<file path="src/rtl/kb_pkg.sv">
// Scan-code set 2 constants, decoder state encoding and the make-code to ASCII table.
// Pure definitions; no logic, no latency, no flow control.
// Consumers import kb_pkg::* and call kb_lookup() combinationally.
package kb_pkg;

    localparam logic [7:0] SC_EXT    = 8'hE0;
    localparam logic [7:0] SC_BRK    = 8'hF0;
    localparam logic [7:0] SC_LSHIFT = 8'h12;
    localparam logic [7:0] SC_RSHIFT = 8'h59;
    localparam logic [7:0] SC_CAPS   = 8'h58;

    typedef enum logic [1:0] {
        ST_IDLE    = 2'd0,
        ST_BRK     = 2'd1,
        ST_EXT     = 2'd2,
        ST_EXT_BRK = 2'd3
    } kb_state_t;

    // letter=1 selects case by Shift XOR Caps; otherwise Shift alone picks the glyph.
    typedef struct packed {
        logic       letter;
        logic [7:0] base;
        logic [7:0] shifted;
    } kb_glyph_t;

    function automatic kb_glyph_t kb_letter(input logic [7:0] lower);
        kb_glyph_t g;
        g.letter  = 1'b1;
        g.base    = lower;
        g.shifted = lower - 8'h20;
        return g;
    endfunction

    function automatic kb_glyph_t kb_sym(input logic [7:0] base, input logic [7:0] shifted);
        kb_glyph_t g;
        g.letter  = 1'b0;
        g.base    = base;
        g.shifted = shifted;
        return g;
    endfunction

    // Unmapped codes return base = shifted = 0x00 and are never pushed.
    function automatic kb_glyph_t kb_lookup(input logic [7:0] code);
        kb_glyph_t g;
        g = '0;
        case (code)
            8'h1C: g = kb_letter("a");
            8'h32: g = kb_letter("b");
            8'h21: g = kb_letter("c");
            8'h23: g = kb_letter("d");
            8'h24: g = kb_letter("e");
            8'h2B: g = kb_letter("f");
            8'h34: g = kb_letter("g");
            8'h33: g = kb_letter("h");
            8'h43: g = kb_letter("i");
            8'h3B: g = kb_letter("j");
            8'h42: g = kb_letter("k");
            8'h4B: g = kb_letter("l");
            8'h3A: g = kb_letter("m");
            8'h31: g = kb_letter("n");
            8'h44: g = kb_letter("o");
            8'h4D: g = kb_letter("p");
            8'h15: g = kb_letter("q");
            8'h2D: g = kb_letter("r");
            8'h1B: g = kb_letter("s");
            8'h2C: g = kb_letter("t");
            8'h3C: g = kb_letter("u");
            8'h2A: g = kb_letter("v");
            8'h1D: g = kb_letter("w");
            8'h22: g = kb_letter("x");
            8'h35: g = kb_letter("y");
            8'h1A: g = kb_letter("z");
            8'h0E: g = kb_sym(8'h60, 8'h7E);
            8'h16: g = kb_sym("1", "!");
            8'h1E: g = kb_sym("2", "@");
            8'h26: g = kb_sym("3", "#");
            8'h25: g = kb_sym("4", "$");
            8'h2E: g = kb_sym("5", "%");
            8'h36: g = kb_sym("6", "^");
            8'h3D: g = kb_sym("7", "&");
            8'h3E: g = kb_sym("8", "*");
            8'h46: g = kb_sym("9", "(");
            8'h45: g = kb_sym("0", ")");
            8'h4E: g = kb_sym("-", "_");
            8'h55: g = kb_sym("=", "+");
            8'h54: g = kb_sym("[", "{");
            8'h5B: g = kb_sym("]", "}");
            8'h5D: g = kb_sym(8'h5C, 8'h7C);
            8'h4C: g = kb_sym(";", ":");
            8'h52: g = kb_sym(8'h27, 8'h22);
            8'h41: g = kb_sym(",", "<");
            8'h49: g = kb_sym(".", ">");
            8'h4A: g = kb_sym("/", "?");
            8'h29: g = kb_sym(8'h20, 8'h20);
            8'h5A: g = kb_sym(8'h0D, 8'h0D);
            8'h66: g = kb_sym(8'h08, 8'h08);
            8'h0D: g = kb_sym(8'h09, 8'h09);
            8'h76: g = kb_sym(8'h1B, 8'h1B);
            default: g = '0;
        endcase
        return g;
    endfunction

endpackage

</file>
<file path="src/rtl/kb_fifo.sv">
// Generic 8-bit synchronous first-word-fall-through FIFO, 2**FIFO_AW entries.
// Latency: a push is visible at head_dat/empty one cycle after its edge.
// Backpressure: push while full is accepted only with a same-cycle pop; pop while empty is ignored.
module kb_fifo #(
    parameter int FIFO_AW = 4
) (
    input  logic       core_clk,
    input  logic       arst_n,
    input  logic       push_vld,
    input  logic [7:0] push_dat,
    input  logic       pop_vld,
    output logic [7:0] head_dat,
    output logic       empty,
    output logic       full
);

    localparam int DEPTH = 1 << FIFO_AW;
    localparam logic [FIFO_AW:0] PTR_ONE = 1;

    logic [7:0]       mem [DEPTH];
    logic [FIFO_AW:0] wr_ptr;
    logic [FIFO_AW:0] rd_ptr;
    logic             push_ok;
    logic             pop_ok;

    assign empty   = (wr_ptr == rd_ptr);
    assign full    = (wr_ptr[FIFO_AW] != rd_ptr[FIFO_AW]) &&
                     (wr_ptr[FIFO_AW-1:0] == rd_ptr[FIFO_AW-1:0]);
    assign pop_ok  = pop_vld && !empty;
    assign push_ok = push_vld && (!full || pop_vld);

    // Forced to zero while empty so the head never exposes unwritten storage.
    assign head_dat = empty ? 8'h00 : mem[rd_ptr[FIFO_AW-1:0]];

    always_ff @(posedge core_clk) begin
        if (push_ok) begin
            mem[wr_ptr[FIFO_AW-1:0]] <= push_dat;
        end
    end

    always_ff @(posedge core_clk or negedge arst_n) begin
        if (!arst_n) begin
            wr_ptr <= '0;
            rd_ptr <= '0;
        end else begin
            if (push_ok) begin
                wr_ptr <= wr_ptr + PTR_ONE;
            end
            if (pop_ok) begin
                rd_ptr <= rd_ptr + PTR_ONE;
            end
        end
    end

endmodule

</file>
<file path="src/rtl/kb_ascii_decoder.sv">
// PS/2 set-2 decoder: prefix/modifier tracking, ASCII (or raw) translation into a FWFT FIFO. Option: KB_CAPS_LOCK_EN.
// Latency: byte lands in the FIFO on the scan_valid edge; dout/empty reflect it one cycle later.
// Backpressure: none upstream; a push into a full FIFO without rd is dropped and sets sticky overflow.
module kb_ascii_decoder #(
    parameter int FIFO_AW  = 4,
    parameter int RAW_MODE = 0
) (
    input  logic       clk,
    input  logic       reset,
    input  logic       scan_valid,
    input  logic [7:0] scan_code,
    input  logic       rd,
    input  logic       clr_ovf,
    output logic [7:0] dout,
    output logic       empty,
    output logic       full,
    output logic       overflow,
    output logic       shift_on,
    output logic       caps_on
);

    import kb_pkg::*;

    kb_state_t state;
    kb_state_t state_nxt;
    logic      shift_l;
    logic      shift_l_nxt;
    logic      shift_r;
    logic      shift_r_nxt;
    logic      cand_vld;
    kb_glyph_t glyph;
    logic      upper_sel;
    logic [7:0] ascii_dat;
    logic [7:0] push_dat;
    logic      push_vld;

`ifdef KB_CAPS_LOCK_EN
    logic caps;
    logic caps_nxt;
`else
    logic caps;
    assign caps = 1'b0;
`endif

    assign shift_on = shift_l | shift_r;
    assign caps_on  = caps;

    always_ff @(posedge clk or negedge reset) begin
        if (!reset) begin
            state   <= ST_IDLE;
            shift_l <= 1'b0;
            shift_r <= 1'b0;
        end else begin
            state   <= state_nxt;
            shift_l <= shift_l_nxt;
            shift_r <= shift_r_nxt;
        end
    end

`ifdef KB_CAPS_LOCK_EN
    always_ff @(posedge clk or negedge reset) begin
        if (!reset) begin
            caps <= 1'b0;
        end else begin
            caps <= caps_nxt;
        end
    end
`endif

    always_comb begin
        state_nxt   = state;
        shift_l_nxt = shift_l;
        shift_r_nxt = shift_r;
        cand_vld    = 1'b0;
`ifdef KB_CAPS_LOCK_EN
        caps_nxt    = caps;
`endif
        if (scan_valid) begin
            unique case (state)
                ST_IDLE: begin
                    if (scan_code == SC_EXT) begin
                        state_nxt = ST_EXT;
                    end else if (scan_code == SC_BRK) begin
                        state_nxt = ST_BRK;
                    end else if (scan_code == SC_CAPS) begin
`ifdef KB_CAPS_LOCK_EN
                        caps_nxt = ~caps;
`endif
                    end else begin
                        // Shift makes are still candidates: raw mode forwards them, the ASCII table maps them to 0.
                        if (scan_code == SC_LSHIFT) shift_l_nxt = 1'b1;
                        if (scan_code == SC_RSHIFT) shift_r_nxt = 1'b1;
                        cand_vld = 1'b1;
                    end
                end
                ST_BRK: begin
                    if (scan_code == SC_LSHIFT) shift_l_nxt = 1'b0;
                    if (scan_code == SC_RSHIFT) shift_r_nxt = 1'b0;
                    state_nxt = ST_IDLE;
                end
                ST_EXT: begin
                    state_nxt = (scan_code == SC_BRK) ? ST_EXT_BRK : ST_IDLE;
                end
                ST_EXT_BRK: begin
                    state_nxt = ST_IDLE;
                end
                default: begin
                    state_nxt = ST_IDLE;
                end
            endcase
        end
    end

    assign glyph     = kb_lookup(scan_code);
    assign upper_sel = glyph.letter ? (shift_on ^ caps) : shift_on;
    assign ascii_dat = upper_sel ? glyph.shifted : glyph.base;
    assign push_dat  = (RAW_MODE != 0) ? scan_code : ascii_dat;
    assign push_vld  = cand_vld && ((RAW_MODE != 0) || (ascii_dat != 8'h00));

    always_ff @(posedge clk or negedge reset) begin
        if (!reset) begin
            overflow <= 1'b0;
        end else if (push_vld && full && !rd) begin
            overflow <= 1'b1;
        end else if (clr_ovf) begin
            overflow <= 1'b0;
        end
    end

    kb_fifo #(
        .FIFO_AW (FIFO_AW)
    ) u_fifo (
        .core_clk (clk),
        .arst_n   (reset),
        .push_vld (push_vld),
        .push_dat (push_dat),
        .pop_vld  (rd),
        .head_dat (dout),
        .empty    (empty),
        .full     (full)
    );

endmodule

</file>
<file path="config.mk">
export PLATFORM = sky130hd
export DESIGN_NAME = kb_ascii_decoder
export DESIGN_NICKNAME = d
export VERILOG_FILES = /design/src/rtl/kb_pkg.sv /design/src/rtl/kb_fifo.sv /design/src/rtl/kb_ascii_decoder.sv
export SDC_FILE = /design/constraint.sdc
export NUM_CORES = 1
export LEC_CHECK = 0
export ABC_AREA = 1
export BUFFER_PORTS_ARGS = -buffer_cell sky130_fd_sc_hd__buf_2
export CAP_MARGIN = 5
export CORE_MARGIN = 2
export CORE_UTILIZATION = 25
export CTS_CLUSTER_DIAMETER = 120
export CTS_CLUSTER_SIZE = 20
export DETAILED_ROUTE_END_ITERATION = 10
export GPL_TIMING_DRIVEN = 0
export HOLD_SLACK_MARGIN = 0.1
export SLEW_MARGIN = 10
export SYNTH_ARGS = -nofsm -noshare
export SYNTH_HDL_FRONTEND = slang
export SYNTH_SLANG_ARGS = --single-unit
</file>
<file path="constraint.sdc">
create_clock -name clk -period 4.9 [get_ports clk]
set_clock_uncertainty 0.2 [all_clocks]
set_input_delay 0.49 -clock clk [delete_from_list [all_inputs] [get_ports clk]]
set_output_delay 0.49 -clock clk [all_outputs]
set_load 0.02 [all_outputs]
</file>
==> results of run 1 <==
## power by group
group | total [mW] | internal, mW | switching, mW | leakage (nW)
clock | 1.26 | 0.798 | 0.460 | 0.284
sequential | 1.34 | 1.28 | 0.0597 | 1.22
combinational | 1.46 | 0.449 | 1.01 | 1.66
## timing repair
item	4_1_cts	5_1_grt
setup buffers	0	0
endpoints found under the hold margin	15	0
hold buffers	1	0
## worst max-delay path by stage
stage / from / endpoint / slack, ns / cells past startpoint
floorplan: scan_code[0] / u_fifo.mem[15][0] / 1.68 / 16
global placement: scan_code[0] / u_fifo.mem[15][3] / 0.30 / 17
detailed placement: scan_code[0] / u_fifo.mem[15][5] / 0.37 / 17
CTS: scan_code[0] / u_fifo.mem[15][5] / 0.80 / 17
global route: scan_code[0] / u_fifo.mem[15][0] / 0.36 / 17
finish: scan_code[0] / u_fifo.mem[15][3] / 0.76 / 17
## placed cells by master (no fill, tap or decap), types with 4 or more instances in the layout
cell       Yosys  final
dfrtp_1       15     15
xor2_1         5      5
nand2_1      188    188
nand3_1       49     49
nand4_1       15     15
inv_1         46     46
ha_1          13     13
a21oi_1       17     17
clkbuf_1      18     19
o32ai_1       15     15
clkbuf_16      0     17
buf_4          4      4
nor3_1         5      5
xnor2_1        7      7
inv_2          5      5
nor2_2         7      7
nor2_1       114    114
a31oi_1       11     11
o21ai_0       45     45
edfxtp_1     112    112
o221ai_1      13     13
buf_2          9     29
mux2i_1       13     13
## final cells by class
class	instances	area, sq um	area share [%]
Sequential cell	127	3740	46.8
Clock buffer	18	429	5.38
Inverter	53	199	2.49
Tap cell	341	427	5.35
Buffer	36	184	2.30
Timing Repair Buffer	21	110	1.38
Clock inverter	14	166	2.08
Multi-Input combinational cell	536	2730	34.2
## worst max-delay path: cells and delay by family
family	cells	cell delay, ns
and+or+nand+nor	13	2.63
buffers and inverters	3	0.46
adders and majority gates	1	0.37
## through the flow
| stage | setup WS (ns) | power [mW] | instances |
|---|---|---|---|
| after floorplan | 1.68 | 2.35 | 752 |
| after global placement | 0.297 | 2.80 | 1113 |
| after detailed placement | 0.369 | 2.81 | 1113 |
| after CTS | 0.799 | 4.06 | 1146 |
| after global routing | 0.358 | 4.26 | 1146 |
| final | 0.762 | 4.06 | 1146 |
## cells by family (layout without fill, tap and decap cells)
family | Yosys count | in the layout | share of synthesized area (%)
and+or+nand+nor | 386 | 386 | 23.8
DFF | 127 | 127 | 54.6
AOI/OAI and AO/OA | 110 | 110 | 10.2
buffers and inverters | 89 | 142 | 5.59
adders and majority gates | 13 | 13 | 2.38
muxes | 13 | 13 | 1.90
xor gates and xnor gates | 12 | 12 | 1.54
other | 1 | 2 | 0.0548
## state kept, by name, summed over array words and instances (netlist names)
| register | flops |
|---|---|
| u_fifo.wr_ptr | 5 |
| u_fifo.rd_ptr | 5 |
| overflow | 1 |
| shift_r | 1 |
| u_fifo.mem | 112 |
| state | 2 |
| shift_l | 1 |
## layer usage
metal / track usage, % / wire length (microns) / part of all wire (%) / up-vias
met5: 0 / 0 / 0 / -
met4: 6.13 / 526 / 2.7 / 0
met3: 2.22 / 1050 / 5.5 / 38
met2: 21.3 / 8640 / 45 / 216
met1: 18.8 / 8970 / 47 / 2685
li1: - / - / - / 2681
==> impl_results.md, run 1 <==
* Crit path time final at 4.14 ns
* Max incr delay on CP at 0.96 ns
* Worst Hold Path EP: overflow
* Max FO, Critical Path at 17
* DR WL/cell at 16.7 microns
* Synthesized area per cell at 9.11 sq um
* DR vias/cell at 4.90
* Crit end category: register
* Synth unique cells at 38
* Post-DP HPWL at 13.8 mm
* Die height at 169 microns
* Vias in the first global route at 5398
* Final Hold Fails at 0
* Worst relative slew slack at 19.5%
* Top-Level Pins at 26
* Cell Area, Synth at 6850 sq um
* Post-CTS Resized at 0
* Worst-path clk slew at 0.06 ns
* Setup_tns at 0 ns
* Num CTS Buffers at 17
* Max-slew violation count at 0
* H-tree Lvls at 4
* Drt drc at 0
* Fillers at 2772
* Pwr/cell area at 509 nW/um^2
* Finished layout cell area at 7980 sq um
* Cells on Worst Hold Path at 4
* Clk buf depth at 2
* Clk_lat worst skew at 0.41 ns
* Antenna cells at 0
* Gpl congestion at 0.958
* Leakage at 3.16 nW
* Vias at 5620
* Seq cells post-synth at 127
* Layout area overhead at 16.6%
* Gate count of the mapped netlist at 751
* Hold crit path type: primary input to register
* Post-Place Cell Area at 7380 sq um
* DIE WIDTH at 169 microns
* Reg-to-reg slack, setup at 1.11 ns
* Max VDD drop at 0.274 mV
* Setup violations, final at 0
* GRT Resource Usage Total at 13.7%
* Clock root cell: clkbuf_16
* Min-delay src: clr_ovf
* Post-layout util at 29.6%
* Depth of the worst register-to-register path at 11
* Commonest cells in the netlist: 188 x nand2_1, 114 x nor2_1, 112 x edfxtp_1
* RSZ-0062 raised after global routing: no
* WS Path Type: primary input to register
* Req. time, crit path at 4.73 ns
* Area leader, netlist: edfxtp_1
* # clock sinks at 127
* Top cell by count, worst path: nand2_1
* Yosys warning count at 0
* First drt pass iteration count at 5
* Max Clk Rate at 242 MHz
* Main synth FF type: edfxtp_1
* First-pass GRT wire length at 30.1 mm
* Global route overflow at 0
* Total of max-cap violations at 0
* Most common cell in the synthesized netlist: nand2_1
* PortBufs at 20
* Reg2reg start: shift_r
* Worst Tran Pin Value at 1.20 ns
* FF-to-FF End: u_fifo.mem[15][3]
* Num rows at 60
* DRT iter0 DRCs at 540
* Yosys top cell area share at 49.1%
* Setup crit start kind: primary input
* Sequential area share after synthesis at 54.6%
* Slowest CP cell: nor3_1
* Core ar. at 27000 sq um
* CP Cell Sequence: buf_2 > inv_1 > ha_1 > nand2_1 > inv_1 > nand2_1 > nand3_1 > nor2_1 > nor2_1 > nand2_1 > nand2_1 > nand3_1 > nand2_1 > nor2_2 > nand2_4 > nand2_1 > nor3_1
* Antenna violations before repair at 0
* Post-Route WL at 19.2 mm
* Post-synth EDFFs at 112
* Die area at 28700 sq um
* Status: finished clean
* Post-route clock period utilization at 84.4%
* Antenna Violating Nets Remaining at 0
* CTS tree: built
* Largest cells by area after synthesis: edfxtp_1 49%, nand2_1 10%, nor2_1 6.3%
* Largest net degree at the start of global routing at 18
* Critical path data arrival time at 3.97 ns
* Starting density of the core at 25.4%
* Final hold slack at 0.148 ns
* Final #Nets at 818
* Layout cells sized above 1 at 10.8%
* Asr flop ratio synth at 11.8%
Power figures use the tool's default switching activity.
==> run 2: changes to the inputs <==
--- a/config.mk
+++ b/config.mk
@@ -5,7 +5,7 @@
 export SDC_FILE = /design/constraint.sdc
 export NUM_CORES = 1
 export LEC_CHECK = 0
-export ABC_AREA = 1
+export ABC_AREA = 0
 export BUFFER_PORTS_ARGS = -buffer_cell sky130_fd_sc_hd__buf_2
 export CAP_MARGIN = 5
 export CORE_MARGIN = 2
==> constraint.sdc (replaced) <==
create_clock -name clk -period 4.2 [get_ports clk]
set_clock_uncertainty 0.2 [all_clocks]
set_input_delay 0.42 -clock clk [delete_from_list [all_inputs] [get_ports clk]]
set_output_delay 0.42 -clock clk [all_outputs]
set_load 0.02 [all_outputs]
==> impl_results.md, run 2 <==
* Reg-to-reg slack, setup at 0.51 ns (was 1.11 ns)
* Antenna Violating Nets Remaining at 0 (unchanged)
* Num CTS Buffers at 17 (unchanged)
* Layout cells sized above 1 at 24.0% (was 10.8%)
* Sequential area share after synthesis at 54.5% (was 54.6%)
* WS Path Type: primary input to register (unchanged)
* Leakage at 2.82 nW (was 3.16 nW)
* Area leader, netlist: edfxtp_1 (unchanged)
* Num rows at 60 (unchanged)
* M1 GR Usage at 17.9% (was 18.8%)
* Post-synth EDFFs at 112 (unchanged)
* Gpl congestion at 0.967 (was 0.958)
* Setup violations, final at 0 (unchanged)
* Commonest cells in the netlist: 112 x edfxtp_1, 36 x mux4_2, 26 x nand2_1 (was 188 x nand2_1, 114 x nor2_1, 112 x edfxtp_1)
* Die area at 28800 sq um (was 28700 sq um)
* DR vias/cell at 5.21 (was 4.90)
* Total of max-cap violations at 0 (unchanged)
* Max-slew violation count at 0 (unchanged)
* Max FO, Critical Path at 10 (was 17)
* Clk buf depth at 2 (unchanged)
* Worst relative slew slack at 36.3% (was 19.5%)
* Max VDD drop at 0.348 mV (was 0.274 mV)
* H-tree Lvls at 4 (unchanged)
* Reg2reg start: shift_r (unchanged)
* Synth unique cells at 69 (was 38)
* Vias in the first global route at 4610 (was 5398)
* Final #Nets at 583 (was 818)
* Antenna violations before repair at 0 (unchanged)
* Setup_tns at 0 ns (unchanged)
* First drt pass iteration count at 6 (was 5)
* Post-layout util at 30.1% (was 29.6%)
* Largest net degree at the start of global routing at 17 (was 18)
* Hold crit path type: primary input to register (unchanged)
* Crit path time final at 4.05 ns
* Seq cells post-synth at 127 (unchanged)
* DIE WIDTH at 170 microns (was 169 microns)
* Post-route clock period utilization at 96.5%
* Crit end category: register (unchanged)
* Commonest non-fill, non-tap cells in the layout: 112 x edfxtp_1, 36 x mux4_2, 35 x buf_2 (was 188 x nand2_1, 114 x nor2_1, 112 x edfxtp_1)
* GRT busiest layer: met2 (unchanged)
* CTS tree: built (unchanged)
* Crit path from: scan_code[1] (was scan_code[0])
* # clock sinks at 127 (unchanged)
* First-pass GRT wire length at 28.0 mm (was 30.1 mm)
* Largest cells by area after synthesis: edfxtp_1 49%, mux4_2 12%, dfrtp_1 5.5% (was edfxtp_1 49%, nand2_1 10%, nor2_1 6.3%)
* Vias at 4745 (was 5620)
* Worst Tran Pin Value at 0.955 ns (was 1.20 ns)
* CP endpoint: u_fifo.mem[2][2] (was u_fifo.mem[15][3])
* Critical path data arrival time at 3.91 ns (was 3.97 ns)
* Gate count of the mapped netlist at 513 (was 751)
* Synthesized area per cell at 13.4 sq um (was 9.11 sq um)
* Largest register FFs at 112 (unchanged)
* Post-DP HPWL at 12.8 mm (was 13.8 mm)
* Cell Area, Synth at 6860 sq um (was 6850 sq um)
* Clock root cell: clkbuf_16 (unchanged)
* Antenna cells at 0 (unchanged)
* Yosys top cell area share at 49.1% (about the same)
* Layout area overhead at 18.4% (was 16.6%)
* Setup crit start kind: primary input (unchanged)
* PortBufs at 20 (unchanged)
* Commonest non-fill, non-tap cell in the layout: edfxtp_1 (was nand2_1)
* Core ar. at 27000 sq um (unchanged)
* Depth of the worst register-to-register path at 10 (was 11)
* DR WL/cell at 20.1 microns (was 16.7 microns)
* Die height at 170 microns (was 169 microns)
* Clk_lat worst skew at 0.41 ns (about the same)
* Worst-path clk slew at 0.05 ns (was 0.06 ns)
* Global route overflow at 0 (unchanged)
* RSZ-0062 raised after global routing: no (unchanged)
* Req. time, crit path at 4.05 ns (was 4.73 ns)
* Drt drc at 0 (unchanged)
* Most common cell in the synthesized netlist: edfxtp_1 (was nand2_1)
* Main synth FF type: edfxtp_1 (unchanged)
* GRT Resource Usage Total at 13.0% (was 13.7%)
* Global routing usage on met2 at 20.2% (was 21.3%)
* Max Clk Rate at 247 MHz
* Power, Total at 4.78 mW (was 4.06 mW)
* Status: finished clean (unchanged)
* Starting density of the core at 25.4% (about the same)
* Post-Route WL at 18.4 mm (was 19.2 mm)
* Final Hold Fails at 0 (unchanged)
* Top-Level Pins at 26 (unchanged)
* Pwr/cell area at 589 nW/um^2 (was 509 nW/um^2)
* DRT iter0 DRCs at 740 (was 540)
* Grt met3 use at 2.99% (was 2.22%)
* Yosys warning count at 0 (unchanged)
* Asr flop ratio synth at 11.8% (unchanged)
* FF-to-FF End: u_fifo.mem[2][2] (was u_fifo.mem[15][3])
[run 2: cell families after synthesis]
logic type	Yosys count	share of synthesized area, %
AOI/OAI and AO/OA	99	10.9
xor gates and xnor gates	13	1.77
adders and majority gates	13	2.37
buffers and inverters	58	4.16
DFF	127	54.5
muxes	49	13.9
other	1	0.0547
and+or+nand+nor	153	12.3
[run 2: how the worst min path moves through the flow]
stage | start | end | slack (ns) | depth (start not counted)
detailed placement | reset | u_fifo.rd_ptr[3] | 0.15 | 1
floorplan | reset | overflow | -0.08 | 0
CTS | rd | u_fifo.rd_ptr[3] | 0.13 | 3
finish | rd | u_fifo.rd_ptr[3] | 0.15 | 3
global placement | reset | u_fifo.rd_ptr[3] | 0.14 | 1
global route | rd | u_fifo.rd_ptr[3] | 0.17 | 3
[run 2: final cells by class]
cell class / instances / area (sq um)
well taps: 341 / 427
repair buffers: 24 / 138
inverters: 16 / 60.1
plain buffers: 42 / 225
flip-flops and latches: 127 / 3740
clock buffers: 17 / 425
clock inverters: 15 / 240
fillers: 2693 / 18800
multi-input cells: 329 / 2860
[run 2: routing by layer]
layer,wire length (microns),share of wire [%]
met1,8060,44
met2,8690,47
met3,1320,7.2
met4,284,1.5
met5,0,0
[run 2: critical path, stage by stage]
cell and delay (ns):
buf_2 0.14, buf_2 0.19, inv_1 0.18, ha_1 0.41, mux2i_1 0.13, a2111oi_0 0.68, a311oi_1 0.14, o32ai_2 0.45
a2111oi_4 0.08, a31oi_4 0.28, and2_4 0.23, buf_6 0.14, and3_1 0.43
[run 2: power breakdown]
group          total [mW]  internal (mW)  switching (mW)  leakage, nW
sequential           1.58           1.52          0.0574         1.21
combinational        1.55          0.686           0.866         1.29
clock                1.64           1.11           0.532        0.323
[run 2: per-stage QoR]
stage          instance area, sq um  hold WS [ns]  cells  setup slack, ns
6_report                       8120         0.152    911            0.145
2_1_floorplan                  6860       -0.0756    514            0.385
4_1_cts                        8110         0.134    911            0.211
5_1_grt                        8120         0.169    911         0.000396
3_3_place_gp                   7390         0.143    875            -1.43
3_5_place_dp                   7400         0.154    875           -0.612
[run 2: timing repair]
| item | 4_1_cts | 5_1_grt |
|---|---|---|
| hold endpoints to repair | 17 | 0 |
| setup endpoints to repair | 70 | 14 |
| pin swaps | 1 | 0 |
| buffers inserted | 1 | 0 |
| gates resized for setup | 1 | 2 |
| hold buffers | 3 | 0 |
==> run 3: changes to the inputs <==
--- a/config.mk
+++ b/config.mk
@@ -9,7 +9,7 @@
 export BUFFER_PORTS_ARGS = -buffer_cell sky130_fd_sc_hd__buf_2
 export CAP_MARGIN = 5
 export CORE_MARGIN = 2
-export CORE_UTILIZATION = 25
+export CORE_UTILIZATION = 45
 export CTS_CLUSTER_DIAMETER = 120
 export CTS_CLUSTER_SIZE = 20
 export DETAILED_ROUTE_END_ITERATION = 10
==> impl_results.md, run 3 (synthesis results as in run 2) <==
* Power, Total at 4.52 mW (was 4.78 mW)
* Req. time, crit path at 4.06 ns (was 4.05 ns)
* Post-layout util at 52.1% (was 30.1%)
* Largest net degree at the start of global routing at 17 (unchanged)
* FF-to-FF End: u_fifo.mem[6][5] (was u_fifo.mem[2][2])
* Final Hold Fails at 0 (unchanged)
* Gpl congestion at 0.958 (was 0.967)
* Fillers at 1281 (was 2693)
* First drt pass iteration count at 6 (unchanged)
* Reg2reg start: shift_r (unchanged)
* Commonest non-fill, non-tap cell in the layout: edfxtp_1 (unchanged)
* Core ar. at 15000 sq um (was 27000 sq um)
* Post-route clock period utilization at 97.1% (was 96.5%)
* Place WS at -0.904 ns (was -0.612 ns)
* DR WL/cell at 24.4 microns (was 20.1 microns)
* Antenna Violating Nets Remaining at 0 (unchanged)
* Max Clk Rate at 245 MHz (was 247 MHz)
* Antenna violations before repair at 0 (unchanged)
* PnR worst setup slack at 0.123 ns (was 0.145 ns)
* Crit path time final at 4.08 ns (was 4.05 ns)
* Post-DP HPWL at 13.0 mm (was 12.8 mm)
* RSZ-0062 raised after global routing: no (unchanged)
* Depth of the worst register-to-register path at 10 (unchanged)
* Crit end category: register (unchanged)
* Reg area at 3740 sq um (unchanged)
* Commonest non-fill, non-tap cells in the layout: 112 x edfxtp_1, 36 x mux4_2, 35 x buf_2 (unchanged)
* Drt drc at 0 (unchanged)
* Worst Tran Pin Value at 0.864 ns (was 0.955 ns)
* Vias at 4828 (was 4745)
* Leakage at 2.79 nW (was 2.82 nW)
* Finished layout cell area at 7830 sq um (was 8120 sq um)
* Max FO, Critical Path at 10 (unchanged)
* Clock root cell: clkbuf_16 (unchanged)
* Worst-path clk slew at 0.06 ns (was 0.05 ns)
* Reg-to-reg slack, setup at 0.58 ns (was 0.51 ns)
* Area occupied by multi-input gates at 2860 sq um (about the same)
* DIE WIDTH at 127 microns (was 170 microns)
* Clk_lat worst skew at 0.41 ns (about the same)
* Die height at 127 microns (was 170 microns)
* Global route overflow at 0 (unchanged)
* PortBufs at 20 (unchanged)
* Max-slew violation count at 0 (unchanged)
* Num CTS Buffers at 17 (unchanged)
* CTS tree: built (unchanged)
* Largest register FFs at 112 (unchanged)
* DRT iter0 DRCs at 580 (was 740)
* Layout area overhead at 14.2% (was 18.4%)
* Antenna cells at 0 (unchanged)
* GRT Resource Usage Total at 23.6% (was 13.0%)
* Starting density of the core at 45.6% (was 25.4%)
* Die area at 16200 sq um (was 28800 sq um)
* Vias in the first global route at 4697 (was 4610)
* Post-Route WL at 18.5 mm (was 18.4 mm)
* CP endpoint: u_fifo.mem[6][5] (was u_fifo.mem[2][2])
* H-tree Lvls at 4 (unchanged)
* First-pass GRT wire length at 28.3 mm (was 28.0 mm)
* Total of max-cap violations at 0 (unchanged)
* DR vias/cell at 6.37 (was 5.21)
* Status: finished clean (unchanged)
* Final #Nets at 583 (unchanged)
* Post-Place Cell Area at 7210 sq um (was 7400 sq um)
* Critical path data arrival time at 3.93 ns (was 3.91 ns)
* Hold crit path type: primary input to register (unchanged)
* Setup violations, final at 0 (unchanged)
* Top-Level Pins at 26 (unchanged)
* Setup crit start kind: primary input (unchanged)
* Setup_tns at 0 ns (unchanged)
* Crit path from: scan_code[1] (unchanged)
* WS Path Type: primary input to register (unchanged)
* Worst relative slew slack at 42.4% (was 36.3%)
* Max VDD drop at 0.351 mV (was 0.348 mV)
* Pwr/cell area at 578 nW/um^2 (was 589 nW/um^2)
* Num rows at 45 (was 60)
* Layout cells sized above 1 at 24.4% (was 24.0%)
* Clk buf depth at 2 (unchanged)
* # clock sinks at 127 (unchanged)
[run 3: changes by cell type in the layout (fill, tap and decap cells not counted), moves of 2 or more]
cell | before | now
and3_2 | 2 | 0
and3_1 | 13 | 15
clkinv_4 | 2 | 4
clkinv_1 | 2 | 0
inv_6 | 2 | 7
bufinv_16 | 6 | 1
[run 3: worst max-delay path, cell delays in order]
cell and delay (ns):
buf_2 0.14, buf_2 0.20, inv_1 0.21, ha_1 0.48, mux2i_1 0.13, a2111oi_1 0.65, a311oi_1 0.12, o32ai_2 0.43
a2111oi_4 0.08, a31oi_4 0.27, and2_4 0.22, buf_6 0.14, and3_1 0.43
[run 3: worst min-delay path by stage]
stage | from | end | slack [ns] | cells past startpoint
6_report | rd | u_fifo.rd_ptr[3] | 0.15 | 3
5_1_grt | rd | u_fifo.rd_ptr[3] | 0.15 | 3
4_1_cts | rd | u_fifo.rd_ptr[3] | 0.14 | 3
3_5_place_dp | reset | overflow | 0.15 | 1
3_3_place_gp | reset | overflow | 0.14 | 1
2_1_floorplan | reset | overflow | -0.08 | 0
[run 3: per-layer routing]
layer / GRT usage [%] / part of all wire, % / wire length, microns
met5: 0 / 0 / 0
met4: 8.14 / 2.6 / 486
met3: 6.11 / 7.8 / 1450
met2: 36.6 / 46 / 8560
met1: 32.6 / 43 / 8000
[run 3: metrics by stage]
stage                     instances  hold WS [ns]
final                           758         0.154
after CTS                       758         0.135
after global placement          722         0.141
after global routing            758         0.154
after floorplan                 514       -0.0756
after detailed placement        722         0.150
[run 3: timing repair]
action	CTS	global route
resized for setup	1	4
endpoints found under the hold margin	17	0
buffers inserted	1	0
endpoints found under the setup margin	105	105
pin swaps	1	0
gates cloned	0	0
hold buffers	3	0
[run 3: where the power goes]
group	switching (mW)	total [mW]	internal [mW]
Sequential	0.0565	1.58	1.52
Clock	0.569	1.40	0.831
Combinational	0.859	1.54	0.685
[run 3: cell type report]
cell class / count / share of cell area (%)
Tap cell: 188 / 3.00
Inverter: 16 / 0.767
Multi-Input combinational cell: 329 / 36.5
Clock buffer: 17 / 5.43
Clock inverter: 15 / 1.89
Sequential cell: 127 / 47.7
Timing Repair Buffer: 24 / 1.76
Buffer: 42 / 2.89
